File: src/rtl/stream_mux_n.sv
// N-channel valid/ready stream multiplexer with one registered output stage.
// Define STREAM_MUX_RR_EN for round-robin arbitration; otherwise fixed priority (lowest index wins).
module stream_mux_n #(
  parameter int SIZE     = 8,
  parameter int CHANNELS = 4,
  parameter int SEL_W    = 2
) (
  input  logic                     clk,
  input  logic                     rst,
  input  logic [CHANNELS*SIZE-1:0] in_data,
  input  logic [CHANNELS-1:0]      in_valid,
  output logic [CHANNELS-1:0]      in_ready,
  input  logic                     sel_mode,
  input  logic [SEL_W-1:0]         sel,
  output logic [SIZE-1:0]          out_data,
  output logic [SEL_W-1:0]         out_chan,
  output logic                     out_valid,
  input  logic                     out_ready
);

  logic             out_valid_q, out_valid_d;
  logic [SIZE-1:0]  out_data_q, out_data_d;
  logic [SEL_W-1:0] out_chan_q, out_chan_d;

  logic             grant_valid;
  logic [SEL_W-1:0] grant_idx;
  logic             can_accept;
  logic             in_xfer;
  logic [SIZE-1:0]  grant_data;

`ifdef STREAM_MUX_RR_EN
  logic [SEL_W-1:0] ptr_q, ptr_d;
`endif

  // Grant selection: forced index, or arbitration among valid channels.
  always_comb begin
    grant_valid = 1'b0;
    grant_idx   = '0;
    if (sel_mode) begin
      for (int i = 0; i < CHANNELS; i++) begin
        if (sel == SEL_W'(i) && in_valid[i]) begin
          grant_valid = 1'b1;
          grant_idx   = SEL_W'(i);
        end
      end
    end else begin
`ifdef STREAM_MUX_RR_EN
      for (int k = 0; k < CHANNELS; k++) begin
        int idx;
        idx = (int'(ptr_q) + k) % CHANNELS;
        if (!grant_valid && in_valid[idx]) begin
          grant_valid = 1'b1;
          grant_idx   = SEL_W'(idx);
        end
      end
`else
      for (int i = 0; i < CHANNELS; i++) begin
        if (!grant_valid && in_valid[i]) begin
          grant_valid = 1'b1;
          grant_idx   = SEL_W'(i);
        end
      end
`endif
    end
  end

  always_comb begin
    can_accept = !out_valid_q || out_ready;
    in_ready   = '0;
    grant_data = '0;
    for (int i = 0; i < CHANNELS; i++) begin
      if (grant_idx == SEL_W'(i)) begin
        in_ready[i] = !rst && grant_valid && can_accept;
        grant_data  = in_data[i*SIZE +: SIZE];
      end
    end
    in_xfer = |in_ready;
  end

  // Output stage: reload on input transfer, drain on output transfer, else hold.
  always_comb begin
    out_valid_d = out_valid_q;
    out_data_d  = out_data_q;
    out_chan_d  = out_chan_q;
    if (in_xfer) begin
      out_valid_d = 1'b1;
      out_data_d  = grant_data;
      out_chan_d  = grant_idx;
    end else if (out_ready) begin
      out_valid_d = 1'b0;
    end
  end

  always_ff @(posedge clk) begin
    if (rst) begin
      out_valid_q <= 1'b0;
      out_data_q  <= '0;
      out_chan_q  <= '0;
    end else begin
      out_valid_q <= out_valid_d;
      out_data_q  <= out_data_d;
      out_chan_q  <= out_chan_d;
    end
  end

`ifdef STREAM_MUX_RR_EN
  always_comb begin
    ptr_d = ptr_q;
    if (in_xfer) begin
      ptr_d = (int'(grant_idx) == CHANNELS - 1) ? '0 : grant_idx + SEL_W'(1);
    end
  end

  always_ff @(posedge clk) begin
    if (rst) begin
      ptr_q <= '0;
    end else begin
      ptr_q <= ptr_d;
    end
  end
`endif

  assign out_valid = out_valid_q;
  assign out_data  = out_data_q;
  assign out_chan  = out_chan_q;

endmodule

File: config.mk
export PLATFORM = sky130hd
export DESIGN_NAME = stream_mux_n
export DESIGN_NICKNAME = d
export VERILOG_FILES = /design/src/rtl/stream_mux_n.sv
export SDC_FILE = /design/constraint.sdc
export NUM_CORES = 1
export LEC_CHECK = 0
export BUFFER_PORTS_ARGS = -buffer_cell sky130_fd_sc_hd__buf_2
export CAP_MARGIN = 15
export CORE_ASPECT_RATIO = 1.25
export CORE_MARGIN = 5
export CORE_UTILIZATION = 42
export CTS_BUF_LIST = sky130_fd_sc_hd__clkbuf_8
export DETAILED_ROUTE_END_ITERATION = 7
export PLACE_DENSITY = 0.81
export SYNTH_ARGS = -nofsm -noshare
export SYNTH_HDL_FRONTEND = slang
export SYNTH_SLANG_ARGS = --single-unit
File: constraint.sdc
create_clock -name clk -period 1.7 [get_ports clk]
set_input_delay 0.085 -clock clk [delete_from_list [all_inputs] [get_ports clk]]
set_output_delay 0.085 -clock clk [all_outputs]
set_load 0.03 [all_outputs]
==> run_results.csv <==
group,metric,value,unit
synthesis,yosys.area.top_type,"dfxtp_1",
power_and_ir_drop,p_leak,0.596,nW
critical_path,path_common_cell,"buf_2",
synthesis,synth_cell_types,24,
critical_path,cp.required,1.62,ns
synthesis,yosysSeqAreaShare,27.5,%
synthesis,synthMuxAreaShare,26.6,%
timing,final-setup-viol-count,0,
timing,rsz0062_at_grt,"no",
drt,firstDrtPassIters,4,
synthesis,synthesis.area,800,um2
critical_path,cpMaxStageDelayCell,"mux4_2",
critical_path,path_cells,"buf_2 -> mux4_2 -> nand2b_4 -> and4b_4 -> nand2_1 -> nor2_1 -> buf_2",
critical_path,critPathMaxStageDelay,0.49,ns
drt,wl,2.16,mm
synthesis,postSynthCellCount,75,
synthesis,yosysMostFrequentCell,"dfxtp_1",
cells_and_area,area_delta_synth_final,44.6,%
power_and_ir_drop,peakVddDrop,0.000607,V
drt,avgRoutedWirePerCell,13.9,um
timing,min_period,1.52,ns
grt,overflow,0,
synthesis,synth_top_cell_area_share,27.5,%
hold_path,min_path_cells,3,
synthesis,async_reset_ff_share,0,%
critical_path,endpoint_kind,"output port",
timing,final.setup.tns,0,ns
floorplanning,row_count,17,
critical_path,start_kind,"input port",
timing,hold_ws,0.163,ns
synthesis,synthTopCellsByCount,"dfxtp_1 (11), mux2i_1 (10)",
floorplanning,io_pins,57,
floorplanning,die_w,49.0,um
timing,finalCritPeriodShare,89.7,%
cells_and_area,drive_gt1_share,55.9,%
drt,ant_nets,0,
floorplanning,die_area,2880,um2
timing,fin_worst_skew,0.00257,ns
cells_and_area,fillers,163,
grt,first_global_vias,898,
grt,grt_max_degree,17,
hold_path,hold_end,"out_data[7]",
drt,viasPerCell,5.32,
drt,vias,825,
synthesis,synth_area_leaders,"dfxtp_1 (28%), mux4_2 (14%), mux2i_1 (13%)",
cts,clock_sinks,11,
power_and_ir_drop,power,0.872,mW
critical_path,worstReg2RegStart,"out_valid",
hold_path,hold_start,"in_data[15]",
drt,drc_errors,0,
cells_and_area,diodes,0,
cts,clkTransAtPathRegs,0.05,ns
cts,cts_max_path_buffers,2,
cts,cts_buffers,3,
synthesis,synth_top_family_by_area,"multiplexers",
power_and_ir_drop,power_density,754,nW/um2
critical_path,r2r-end,"out_chan[0]",
floorplanning,core,1790,um2
synthesis,avgSynthCellArea,10.7,um2
floorplanning,die_h,58.8,um
placed_design,dpl_cell_area,1100,um2
cts,h-tree-depth,1,
synthesis,syn-num-nets,117,
grt,grt_usage,16.5,%
placed_design,dp_worst_setup_slack,0.0508,ns
drt,drtIter0Drc,13,
synthesis,synth_compound_area_share,16.4,%
synthesis,synth_flop_cell,"dfxtp_1",
timing,slew_viol_final,0,
critical_path,cp_data_arrival_time,1.44,ns
grt,antenna_found_initial,0,
synthesis,synthAdderAreaFrac,0,%
timing,tightestPinTransition,0.432,ns
placed_design,post-dp-hpwl,1.84,mm
critical_path,reg2reg_depth,5,
synthesis,synth_xor_area_share,0,%
timing,hold_violations,0,
grt,grt_pass1_wl,3.80,mm
floorplanning,start_util,44.7,%
cells_and_area,final_area,1160,um2
cts,cts_tree,"built",
critical_path,path_max_fanout,6,
synthesis,ys_warn_count,0,
hold_path,min_path_type,"input port to flop",
timing,layout_setup_ws,0.175,ns
synthesis,synth-edff-count,0,
placed_design,numPortBuffers,56,
timing,clock.fmax,656,MHz
run,drv_cap,0,
synthesis,ys_ff_latch,11,
timing,slew_headroom,71.2,%
cts,cts-root-buf,"clkbuf_8",
placed_design,gp_congestion,0.728,
run_status,status,"complete, no violations",
cts,hold_buffers,0,
synthesis,synthSimpleGateAreaFrac,26.1,%
cells_and_area,fin_nets,179,
cts,clk_latency,0.23,ns
critical_path,worstSetupPathType,"input port to output port",
critical_path,ff2ff_setup_slack,0.48,ns
## sequential cells by signal, summed over array words and instances, names as in the netlist
signal,count
out_chan,2
out_data,8
out_valid,1
## cell families after synthesis
kind of cell / after synthesis
DFF: 11
buffers and inverters: 4
muxes: 15
and+or+nand+nor: 30
AOI/OAI and AO/OA: 15
## routing by layer
metal  vias to the layer above  part of all wire [%]  GRT usage (%)
met5                         -                     0              0
li1                        411                     -              -
met2                        46                    47           27.4
met1                       364                    39           18.5
met3                         4                    13           6.84
met4                         0                  0.97           6.92
## final cells by class
type | instances | area [um2] | area share, %
multi-input combinational | 60 | 553 | 47.8
sequential | 11 | 220 | 19.0
timing repair buffer | 60 | 310 | 26.8
inverter | 1 | 3.75 | 0.325
clock buffer | 3 | 41.3 | 3.57
clock inverter | 1 | 3.75 | 0.325
tap | 19 | 23.8 | 2.06
## worst max path at each step
stage | start | endpoint | slack [ns]
6_report | sel[0] | in_ready[2] | 0.18
5_1_grt | in_valid[2] | in_ready[3] | 0.08
4_1_cts | sel[0] | in_ready[2] | 0.08
3_5_place_dp | in_valid[2] | out_data[4] | 0.05
3_3_place_gp | sel[0] | in_ready[2] | 0.10
2_1_floorplan | in_valid[2] | out_data[0] | 0.22
## stage by stage
stage          std cells  util [%]
2_1_floorplan         75         -
3_3_place_gp         150      61.8
3_5_place_dp         150      61.8
4_1_cts              154      64.3
5_1_grt              155      64.7
6_report             155      64.7
## worst max-delay path: cells and delay by family
family | cells | cell delay [ns]
multiplexers | 1 | 0.49
AND/OR/NAND/NOR | 4 | 0.57
buffers and inverters | 2 | 0.29
## cells in the final DEF (no fill, tap or decap)
master    synthesis  routed
and3_1            1       1
a21o_1            4       4
nor2b_1           5       5
nand3b_1          4       4
inv_1             1       2
buf_2             0      56
o21ai_2           1       1
a21oi_1           4       4
nand2_1           5       5
buf_4             1       4
nand2b_1          2       2
o221ai_1          4       4
dfxtp_1          11      11
nor3b_2           4       4
nor2_1            5       5
mux2i_1          10      10
nand4b_1          1       1
nor3_1            1       1
o32ai_4           1       1
o211a_1           1       1
and4b_4           1       1
mux4_2            5       5
nand2b_4          1       1
clkbuf_8          0       3
## power breakdown
group / switching, mW / internal (mW) / total [mW]
clock network: 0.0940 / 0.158 / 0.252
registers: 0.0133 / 0.288 / 0.302
logic: 0.173 / 0.145 / 0.318
## timing repair
item / CTS / global route
resized for setup: 0 / 0
setup endpoints to repair: 0 / 1
setup buffers: 0 / 1
endpoints found under the hold margin: 0 / 0
(Power assumes the default switching activity.)
